$ cat src/rtl/sad_best_match.sv
// Search controller around the SAD datapath: sweeps NUM_CAND candidate windows,
// keeps the smallest SAD and its index, and guards every run with a watchdog.
module sad_best_match #(
  parameter int NUM_CAND  = 16,
  parameter int IDX_WIDTH = 4,
  parameter int TIMEOUT   = 1024
) (
  input  logic                 Clk,
  input  logic                 Rst,
  input  logic                 Start,
  output logic                 Busy,
  output logic                 SAD_Go,
  input  logic                 SAD_Done,
  input  logic [31:0]          SAD_Out,
  output logic [IDX_WIDTH-1:0] Cand_Idx,
  output logic [IDX_WIDTH-1:0] Best_Idx,
  output logic [31:0]          Best_SAD,
  output logic                 Done,
  output logic                 Timeout_Err,
  output logic [2:0]           fsm_state
);

  // Handshake: SAD_Go is a one-cycle pulse, raised only while in ISSUE; SAD_Out is
  // taken only in the cycle SAD_Done is high during WAIT; Done is a one-cycle pulse
  // and Best_* are valid from that cycle until the next Done or Rst.

  localparam int WDOG_W = $clog2(TIMEOUT + 1);
  localparam logic [WDOG_W-1:0]    WDOG_LAST = WDOG_W'(TIMEOUT - 1);
  localparam logic [IDX_WIDTH-1:0] LAST_IDX  = IDX_WIDTH'(NUM_CAND - 1);

  typedef enum logic [2:0] {
    S_IDLE    = 3'd0,
    S_ISSUE   = 3'd1,
    S_WAIT    = 3'd2,
    S_COMPARE = 3'd3,
    S_NEXT    = 3'd4,
    S_FINISH  = 3'd5
  } state_t;

  state_t                state;
  logic [31:0]           run_min;
  logic [IDX_WIDTH-1:0]  run_idx;
  logic [31:0]           cur_sad;
  logic [WDOG_W-1:0]     wdog;

  assign fsm_state = state;

  always_ff @(posedge Clk) begin
    if (Rst) begin
      state       <= S_IDLE;
      Busy        <= 1'b0;
      SAD_Go      <= 1'b0;
      Cand_Idx    <= '0;
      Best_Idx    <= '0;
      Best_SAD    <= '0;
      Done        <= 1'b0;
      Timeout_Err <= 1'b0;
      run_min     <= '1;
      run_idx     <= '0;
      cur_sad     <= '0;
      wdog        <= '0;
    end else begin
      SAD_Go <= 1'b0;
      Done   <= 1'b0;
      case (state)
        S_IDLE: begin
          if (Start) begin
            Cand_Idx    <= '0;
            run_min     <= '1;
            run_idx     <= '0;
            Timeout_Err <= 1'b0;
            SAD_Go      <= 1'b1;
            Busy        <= 1'b1;
            state       <= S_ISSUE;
          end
        end
        S_ISSUE: begin
          wdog  <= '0;
          state <= S_WAIT;
        end
        S_WAIT: begin
          // A result arriving on the last watchdog cycle is still accepted.
          if (SAD_Done) begin
            cur_sad <= SAD_Out;
            state   <= S_COMPARE;
          end else if (wdog == WDOG_LAST) begin
            Timeout_Err <= 1'b1;
            Busy        <= 1'b0;
            state       <= S_IDLE;
          end else begin
            wdog <= wdog + WDOG_W'(1);
          end
        end
        S_COMPARE: begin
          // Strict compare: ties keep the earlier candidate.
          if (cur_sad < run_min) begin
            run_min <= cur_sad;
            run_idx <= Cand_Idx;
          end
          state <= S_NEXT;
        end
        S_NEXT: begin
          if (Cand_Idx == LAST_IDX) begin
            Best_SAD <= run_min;
            Best_Idx <= run_idx;
            Done     <= 1'b1;
            state    <= S_FINISH;
          end else begin
            Cand_Idx <= Cand_Idx + IDX_WIDTH'(1);
            SAD_Go   <= 1'b1;
            state    <= S_ISSUE;
          end
        end
        S_FINISH: begin
          Busy  <= 1'b0;
          state <= S_IDLE;
        end
        default: begin
          Busy  <= 1'b0;
          state <= S_IDLE;
        end
      endcase
    end
  end

endmodule
$ cat config.mk
export PLATFORM = sky130hd
export DESIGN_NAME = sad_best_match
export DESIGN_NICKNAME = d
export VERILOG_FILES = /design/src/rtl/sad_best_match.sv
export SDC_FILE = /design/constraint.sdc
export NUM_CORES = 1
export LEC_CHECK = 0
export ABC_AREA = 0
export BUFFER_PORTS_ARGS = -buffer_cell sky130_fd_sc_hd__buf_2
export CORE_MARGIN = 5
export CORE_UTILIZATION = 53
export CTS_BUF_LIST = sky130_fd_sc_hd__clkbuf_8
export CTS_CLUSTER_SIZE = 28
export DETAILED_ROUTE_END_ITERATION = 10
export PLACE_DENSITY_LB_ADDON = 0.08
export SKIP_LAST_GASP = 1
export SLEW_MARGIN = 20
export SYNTH_ARGS = -nofsm -noshare
export SYNTH_HDL_FRONTEND = slang
export SYNTH_SLANG_ARGS = --single-unit
$ cat constraint.sdc
create_clock -name Clk -period 2.3 [get_ports Clk]
set_input_delay 0.115 -clock Clk [delete_from_list [all_inputs] [get_ports Clk]]
set_output_delay 0.115 -clock Clk [all_outputs]
set_load 0.02 [all_outputs]
==> out/qor.txt, run 1 <==
Status - finished with violations
Failing checks - negative setup slack
CP startpoint kind - flip-flop
Fillers - 809
IO buf count - 82
WL final - 12,460 um
Clk slew on worst S/H paths - 0.07 ns
Vias/cell - 5.138
TritonCTS Buffers - 17
Synth Area in Simple Gates - 0.1806
CP Data Arrival Time - 2.79 ns
Initial Util - 0.5452
Antenna cells - 0
Post-DRT Antenna Nets - 0
Synth warnings - 0
Final Hold Fails - 0
Vias in the first global route - 4,532
Synth top area share - 0.4734
Largest net degree at the start of global routing - 81
#FFs+latches synth - 126
R2r startpoint - run_min[2]
Synth Area in Adders - 0.07748
WP data required - 2.69 ns
Cell taking the most area after synthesis - dfxtp_1
Core ar. - 9774 sq um
Worst hold start - SAD_Done
Maximum clock rate - 416.1 MHz
Synthesized area - 5329 sq um
Most common flop cell mapped by yosys - dfxtp_1
Total GRT Usage - 0.2190
Commonest non-fill, non-tap cell in the layout - nand2_1
CP Capture Type - flip-flop
# rows - 36
# nets final - 810
Drt first pass iters - 4
Hold Path Class - in -> reg
Static leakage - 3.135 nW
Final routed DRC violation total - 0
Post-synthesis cell type count - 45
Mapped Avg Cell Area - 8.736 sq um
Max-slew violations - 0
Worst-skew pair later-pin latency - 0.45 ns
Xor/xnor share of the synthesized area - 0.01644
CTS tree - built
Seq/Total Area, Yosys - 0.4734
Final setup fails - 36
DRT iter0 DRCs - 230
DR WL/cell - 14.05 um
Synth Area in Compound Gates - 0.1799
Remaining Overflow, GRT - 0
Die height - 110.3 um
Main combinational cell family by area after synthesis - simple AND/OR/NAND/NOR gates
Minimum clock period - 2.403 ns
Clk sinks - 126
Layout cells sized above 1 - 0.2321
Asr flop ratio synth - 0
Vias - 4,557
Hold Slack - 0.06193 ns
Peak VDD IR - 0.4433 mV
Global-route wire length before repair - 20,580 um
Mapped Cells - 610
Antenna violations before repair - 0
Crit Path Max Fanout - 11
Relative slew slack - 0.4494
Synthesized Nets - 679
Max clock buf depth - 2
Crit. Startpoint - run_min[2]
Max-cap violations - 0
Synth area leaders - dfxtp_1 (47%), nand2_1 (10%), a21oi_1 (8.1%)
Area delta synth->final - 28.74%
Die width - 110.3 um
DIE AREA - 12,160 sq um
Ports - 83
Fin worst setup slack - -0.1032 ns
Mux contribution to synthesized area - 0
Period utilisation layout - 1.045
EDFF count, synth - 0
Setup TNS - -2.555 ns
RSZ-0062 raised after global routing - yes
Pwr Density - 684.9 nW/um^2
Crit Path Class - reg -> reg
Leading cell types in the layout, fill and taps excluded - nand2_1 (147), dfxtp_1 (122), a21oi_1 (86)
Worst Skew - 0.006145 ns
Detailed placement HPWL - 8012 um
H-tree levels - 4
Gpl congestion - 0.7882
Root Driver - clkbuf_8
Worst-Margin Slew - 0.8258 ns
## critical path, cell delays in order (launching register included)
cell and delay [ns]:
dfxtp_2 0.34, inv_2 0.04, ha_4 0.22, a211o_1 0.29
a31oi_4 0.17, o311ai_4 0.13, a2111oi_4 0.46, buf_4 0.19
o22a_4 0.20, buf_12 0.15, o22a_1 0.15
## routing by layer
| metal | wire length, um | share of wire | GRT usage | vias to the layer above |
|---|---|---|---|---|
| met4 | 270 | 0.022 | 0.08795 | 0 |
| li1 | - | - | - | 2336 |
| met5 | 0 | 0 | 0 | - |
| met3 | 586 | 0.047 | 0.05999 | 24 |
| met2 | 6048 | 0.49 | 0.3756 | 95 |
| met1 | 5559 | 0.45 | 0.2592 | 2102 |
## kinds of logic (layout without fill, tap and decap cells)
kind of cell    after synthesis  in the layout
fa+ha+maj                    33             33
buf+inv                      78            222
compound gates              144            144
flops                       126            126
xor+xnor                     10             10
simple gates                219            219
## what timing repair did
| item | CTS | global route |
|---|---|---|
| gates resized for setup | 7 | 13 |
| pin swaps | 0 | 14 |
| hold buffers | 32 | 0 |
| buffers inserted | 3 | 1 |
| cloned | 2 | 2 |
| setup endpoints to repair | 36 | 36 |
| hold endpoints to repair | 32 | 0 |
## worst paths after layout
kind                       end  slack, ns  cells after the start
hold reg to reg   Best_SAD[14]       0.45                      2
setup / recovery    run_min[4]      -0.10                     10
setup reg to reg    run_min[4]      -0.10                     10
hold / removal    fsm_state[0]       0.06                      4
## power breakdown
part | total [mW] | internal [mW] | leakage (nW) | switching, mW
clock network | 2.14 | 1.29 | 0.231 | 0.851
registers | 2.24 | 2.21 | 1.02 | 0.0317
logic | 0.318 | 0.151 | 1.89 | 0.167
total | 4.70 | 3.65 | 3.13 | 1.05
## synth_stat cells (3+ instances only)
library cell and n:
a21oi_1 86, buf_1 4, buf_12 4, buf_2 4
buf_6 3, clkbuf_1 21, dfxtp_1 126, ha_1 33
inv_1 41, nand2_1 147, nand3_1 7, nand4_1 8
nor2_1 26, nor3_1 4, nor3b_1 6, nor4b_1 3
o21ai_0 3, o22a_1 27, o22a_2 7, o22ai_1 5
or3_1 3, xnor2_1 10
## state kept, by name, indices dropped and copies added, names as in the netlist
signal,count
Cand_Idx,4
run_idx,4
cur_sad,32
Timeout_Err,1
Done,1
SAD_Go,1
Best_Idx,4
Busy,1
wdog,11
fsm_state,3
Best_SAD,32
run_min,32
## stage by stage
step                      setup WS (ns)  power (mW)  cells  cell area, sq um  utilization
after floorplan                 0.03750       2.468    610              5329            -
after global placement         -0.02685       2.539    816              5906       0.6042
after detailed placement       -0.08990       2.543    816              5906       0.6042
after CTS                      -0.08985       4.716    885              6773       0.6929
after global routing            -0.1939       4.872    887              6860       0.7019
final                           -0.1032       4.699    887              6860       0.7019
## cell type report
class                      instances  area (sq um)  area share
sequential                       126          2527      0.3684
multi-input combinational        406          2487      0.3626
timing repair buffer             148          1071      0.1561
clock buffer                      21         289.0     0.04213
tap                              133         166.4     0.02426
clock inverter                    11         161.4     0.02353
inverter                          42         157.7     0.02298
No activity file was read; power rests on OpenSTA's default activity.
==> run 2: changes to the inputs <==
--- a/config.mk
+++ b/config.mk
@@ -8,11 +8,12 @@
 export ABC_AREA = 0
 export BUFFER_PORTS_ARGS = -buffer_cell sky130_fd_sc_hd__buf_2
 export CORE_MARGIN = 5
-export CORE_UTILIZATION = 53
+export CORE_UTILIZATION = 35
 export CTS_BUF_LIST = sky130_fd_sc_hd__clkbuf_8
 export CTS_CLUSTER_SIZE = 28
 export DETAILED_ROUTE_END_ITERATION = 10
 export PLACE_DENSITY_LB_ADDON = 0.08
+export RECOVER_POWER = 50
 export SKIP_LAST_GASP = 1
 export SLEW_MARGIN = 20
 export SYNTH_ARGS = -nofsm -noshare
==> run 2 against run 1 <==
The run still ends with negative setup slack left; clock power decreased by 27%; sequential share of layout area increased by 0.46 points; power decreased by 12%; global-route usage decreased by 6.3 points; clock skew increased by 0.0037 ns; clock-buffer cell count decreased by 1; critical path type unchanged; critical endpoint is now run_min[6]; highest routed layer unchanged.
==> out/qor.txt, run 2 (synthesized netlist as in run 1, its figures left out) <==
RSZ-0062 raised after global routing - yes
Status - finished with violations
DR WL/cell - 14.00 um
Antenna cells - 0
Worst-Margin Slew - 0.5608 ns
Relative slew slack - 0.6261
Die width - 133.4 um
Final Cell Area - 6783 sq um
# nets final - 820
CP Data Arrival Time - 2.72 ns
Final routed DRC violation total - 0
WP data required - 2.62 ns
Largest net degree at the start of global routing - 51
Reg-to-reg setup timing slack - -0.1 ns
IO buf count - 82
Final setup fails - 32
Static leakage - 2.908 nW
Layout cells sized above 1 - 0.1715
Fin worst setup slack - -0.09525 ns
Gpl congestion - 0.7849
Detailed placement HPWL - 9248 um
Biggest regs - Best_SAD x32, cur_sad x32, run_min x32
Commonest non-fill, non-tap cell in the layout - nand2_1
Crit. Startpoint - run_min[2]
Final Hold Fails - 0
Post-DRT Antenna Nets - 0
Antenna violations before repair - 0
Failing checks - negative setup slack
DIE AREA - 17,790 sq um
Minimum clock period - 2.395 ns
CP startpoint kind - flip-flop
# rows - 45
Die height - 133.4 um
Setup TNS - -1.967 ns
Area delta synth->final - 27.28%
Fin cells - 946
Placed Cells - 884
Vias in the first global route - 4,642
R2r startpoint - run_min[2]
Total GRT Usage - 0.1559
CP Capture Type - flip-flop
Initial Util - 0.3532
Crit Path Class - reg -> reg
Worst-skew pair later-pin latency - 0.43 ns
Vias - 4,568
Global-route wire length before repair - 22,410 um
TritonCTS Buffers - 17
Root Driver - clkbuf_8
Worst Skew - 0.009888 ns
Ports - 83
Fillers - 1,588
Drt first pass iters - 4
DRT iter0 DRCs - 130
H-tree levels - 4
Maximum clock rate - 417.5 MHz
CTS tree - built
Hold Path Class - in -> reg
WL final - 13,250 um
Period utilisation layout - 1.041
Reg2reg path depth - 10
Leading cell types in the layout, fill and taps excluded - nand2_1 (147), dfxtp_1 (120), a21oi_1 (86)
Max clock buf depth - 2
Vias/cell - 4.829
Peak VDD IR - 0.2835 mV
Clk slew on worst S/H paths - 0.07 ns
Remaining Overflow, GRT - 0
Clk sinks - 126
Max-slew violations - 0
Max-cap violations - 0
Core ar. - 15,090 sq um
R2r endpoint - run_min[6]
Placed Instance Area - 6097 sq um
Crit Path Max Fanout - 27
End of the critical path - run_min[6]
Pwr Density - 608.9 nW/um^2
## run 2: changes by cell type in the layout (fill, tap and decap cells not counted), sizes merged
| cell | change |
|---|---|
| clkbuf | +44 |
| buf | -35 |
| bufinv | -4 |
| clkinv | -3 |
| inv | +3 |
| clkinvlp | -1 |
## run 2: how the worst min path moves through the flow
stage	from	end	slack (ns)	cells after the start
floorplan	SAD_Out[0]	cur_sad[0]	0.25	2
global placement	SAD_Out[12]	cur_sad[12]	0.36	3
global route	SAD_Done	fsm_state[0]	0.07	4
detailed placement	SAD_Out[12]	cur_sad[12]	0.36	3
CTS	SAD_Done	fsm_state[0]	0.05	4
finish	SAD_Done	fsm_state[0]	0.09	4
## run 2: power by group
group	switching, mW	total (mW)	internal (mW)
combinational	0.176	0.333	0.157
sequential	0.0268	2.24	2.21
clock	0.784	1.56	0.775
total	0.987	4.13	3.14
## run 2: repair_timing
action                                 4_1_cts  5_1_grt
endpoints found under the hold margin       32        0
setup endpoints to repair                   36       36
hold buffers                                32        0
cloned                                       2        0
gates resized for setup                     11        5
setup buffers                                2        0
pin swaps                                    1        2
## run 2: critical path, stage by stage (launching register included)
cell	delay, ns
dfxtp_2	0.33
inv_2	0.04
ha_4	0.23
a211o_1	0.30
a31oi_2	0.19
o311ai_4	0.12
a2111oi_4	0.33
buf_4	0.18
o311ai_4	0.14
buf_12	0.20
o22a_2	0.22
## run 2: final cells by class
| cell class | count | area (sq um) | share of cell area |
|---|---|---|---|
| multi-input combinational | 406 | 2484 | 0.3662 |
| clock inverter | 6 | 26.28 | 0.003874 |
| tap | 188 | 235.2 | 0.03468 |
| clock buffer | 20 | 275.3 | 0.04058 |
| inverter | 42 | 157.7 | 0.02324 |
| timing repair buffer | 158 | 1075 | 0.1585 |
| sequential | 126 | 2530 | 0.3730 |
## run 2: per-layer routing
metal  routed length [um]  part of all wire  GRT usage
met5                    0                 0          0
met4                  161             0.012    0.04514
met3                  450             0.034    0.04645
met2                 6430              0.49     0.2650
met1                 6204              0.47     0.1917
## run 2: per-stage QoR
step	total power, mW	hold slack [ns]	utilization	worst slack [ns]
finish	4.130	0.08620	0.4495	-0.09525
global route	4.337	0.07329	0.4495	-0.2104
CTS	4.200	0.05146	0.4514	-0.09795
detailed placement	2.567	0.3603	0.4041	-0.1015
global placement	2.563	0.3587	0.4041	-0.06019
floorplan	2.468	0.2510	-	0.03750
==> run 3: changes to the inputs <==
--- a/config.mk
+++ b/config.mk
@@ -7,8 +7,10 @@
 export LEC_CHECK = 0
 export ABC_AREA = 0
 export BUFFER_PORTS_ARGS = -buffer_cell sky130_fd_sc_hd__buf_2
+export CELL_PAD_IN_SITES_DETAIL_PLACEMENT = 1
+export CELL_PAD_IN_SITES_GLOBAL_PLACEMENT = 2
 export CORE_MARGIN = 5
-export CORE_UTILIZATION = 35
+export CORE_UTILIZATION = 32
 export CTS_BUF_LIST = sky130_fd_sc_hd__clkbuf_8
 export CTS_CLUSTER_SIZE = 28
 export DETAILED_ROUTE_END_ITERATION = 10
==> run 3 against run 2 <==
Highest routed layer unchanged; clock skew down 0.00055 ns; clock power rose by 22%; register-to-register slack about the same; first-iteration DRC count increased by 17%; non-clock buffer count rose by 7; the run still ends with negative setup slack left; clock-buffer cell count up 1; core utilization shrank 2.1 points; cell area grew 4.1%; critical endpoint is now run_min[29]; routed wire length up 14%.
==> out/qor.txt, run 3 (synthesized netlist as in run 1, its figures left out) <==
Detailed placement HPWL - 10,250 um
IO buf count - 82
Total GRT Usage - 0.1578
Gpl congestion - 0.7105
H-tree levels - 4
CP Capture Type - flip-flop
TritonCTS Buffers - 17
Static leakage - 2.997 nW
Area delta synth->final - 32.50%
Max-slew violations - 0
Worst-Margin Slew - 0.7152 ns
# rows - 47
CTS tree - built
Critical Path Most Common Cell - o311ai_4
Die height - 139.0 um
Biggest regs - Best_SAD x32, cur_sad x32, run_min x32
Max-cap violations - 0
Peak VDD IR - 0.3391 mV
Core ar. - 16,470 sq um
WP data required - 2.63 ns
Worst-skew pair later-pin latency - 0.44 ns
WL final - 15,150 um
Remaining Overflow, GRT - 0
Buf/Inv on CP - 3
Worst path top cell family by delay - compound AO/OA/AOI/OAI gates
Worst Skew - 0.009340 ns
Setup TNS - -2.385 ns
Fin cells - 990
Final routed DRC violation total - 0
Hold Path Class - in -> reg
Status - finished with violations
CP startpoint kind - flip-flop
Antenna violations before repair - 0
Placed Cells - 917
Pwr Density - 631.8 nW/um^2
DRT iter0 DRCs - 152
Ports - 83
Vias/cell - 4.736
Die width - 139.0 um
Failing checks - negative setup slack
Period utilisation layout - 1.040
Vias in the first global route - 4,936
Fin worst setup slack - -0.09296 ns
Commonest non-fill, non-tap cell in the layout - nand2_1
Clk slew on worst S/H paths - 0.07 ns
Layout cells sized above 1 - 0.2013
Clk sinks - 126
RSZ-0062 raised after global routing - yes
Relative slew slack - 0.5232
Minimum clock period - 2.393 ns
Drt first pass iters - 4
Final Hold Fails - 0
# nets final - 827
CP Data Arrival Time - 2.73 ns
Global-route wire length before repair - 24,640 um
DIE AREA - 19,330 sq um
DR WL/cell - 15.30 um
Maximum clock rate - 417.9 MHz
Vias - 4,689
Final setup fails - 33
Initial Util - 0.3236
Largest net degree at the start of global routing - 50
Crit Path Max Fanout - 8
CP peak stage delay - 0.42 ns
Root Driver - clkbuf_8
Crit Path Class - reg -> reg
Leading cell types in the layout, fill and taps excluded - nand2_1 (147), dfxtp_1 (112), a21oi_1 (86)
Max clock buf depth - 2
Slowest CP cell - a2111oi_4
Crit-path cells - inv_2 > ha_2 > a211o_1 > a31oi_4 > o311ai_4 > a2111oi_4 > o311ai_4 > buf_12 > clkbuf_16 > o22a_1
Post-DRT Antenna Nets - 0
Antenna cells - 0
## run 3: changes by cell type in the layout (fill, tap and decap cells not counted), moves of 3 or more
cell,previous run,this run
o22ai_2,0,3
dfxtp_1,120,112
dfxtp_2,6,14
ha_1,31,28
o22ai_1,5,2
## run 3: per-layer routing
| metal | wire, um | vias to the layer above | global-route usage |
|---|---|---|---|
| met5 | 0 | - | 0 |
| met4 | 220 | 0 | 0.05767 |
| met3 | 421 | 16 | 0.03690 |
| met2 | 7285 | 66 | 0.2621 |
| met1 | 7220 | 2233 | 0.2002 |
| li1 | - | 2374 | - |
## run 3: per-stage QoR
| stage | hold WS [ns] | util | setup slack (ns) | power (mW) | cell area (sq um) |
|---|---|---|---|---|---|
| after global routing | 0.03447 | 0.4288 | -0.1536 | 4.684 | 7061 |
| after global placement | 0.3611 | 0.3717 | -0.07148 | 2.570 | 6120 |
| after detailed placement | 0.3650 | 0.3717 | -0.1528 | 2.576 | 6120 |
| final | 0.06815 | 0.4288 | -0.09296 | 4.461 | 7061 |
| after CTS | 0.04141 | 0.4237 | -0.1689 | 4.547 | 6977 |
| after floorplan | 0.2510 | - | 0.03750 | 2.468 | 5329 |
## run 3: worst register-to-register path, cell delays in order, from the launching register on
cell and delay, ns:
dfxtp_2 0.34, inv_2 0.04, ha_2 0.18, a211o_1 0.30, a31oi_4 0.18, o311ai_4 0.14, a2111oi_4 0.42, o311ai_4 0.16
buf_12 0.18, clkbuf_16 0.17, o22a_1 0.19
## run 3: area by class of cell
type	count	area (sq um)
repair buffers	165	1185
flip-flops and latches	126	2540
fillers	1986	9405
clock inverters	10	96.34
inverters	42	157.7
clock buffers	21	289.0
multi-input cells	406	2517
well taps	220	275.3
## run 3: worst paths after layout
| check | start | to | slack (ns) | depth (start not counted) |
|---|---|---|---|---|
| max | run_min[3] | run_min[29] | -0.09 | 10 |
| min | Rst | Cand_Idx[0] | 0.07 | 3 |
| max reg2reg | run_min[3] | run_min[29] | -0.09 | 10 |
| min reg2reg | Best_SAD[14] | Best_SAD[14] | 0.45 | 2 |
## run 3: timing repair
item                                    CTS  global route
setup buffers                             3             2
endpoints found under the setup margin   36            36
cloned                                    3             2
hold buffers                             32             0
endpoints found under the hold margin    32             0
resized for setup                        11            22
pin swaps                                 5             8
## run 3: where the power goes
part | total [mW] | switching (mW) | internal [mW]
clock | 1.90 | 0.845 | 1.05
combinational | 0.324 | 0.177 | 0.147
sequential | 2.24 | 0.0311 | 2.21
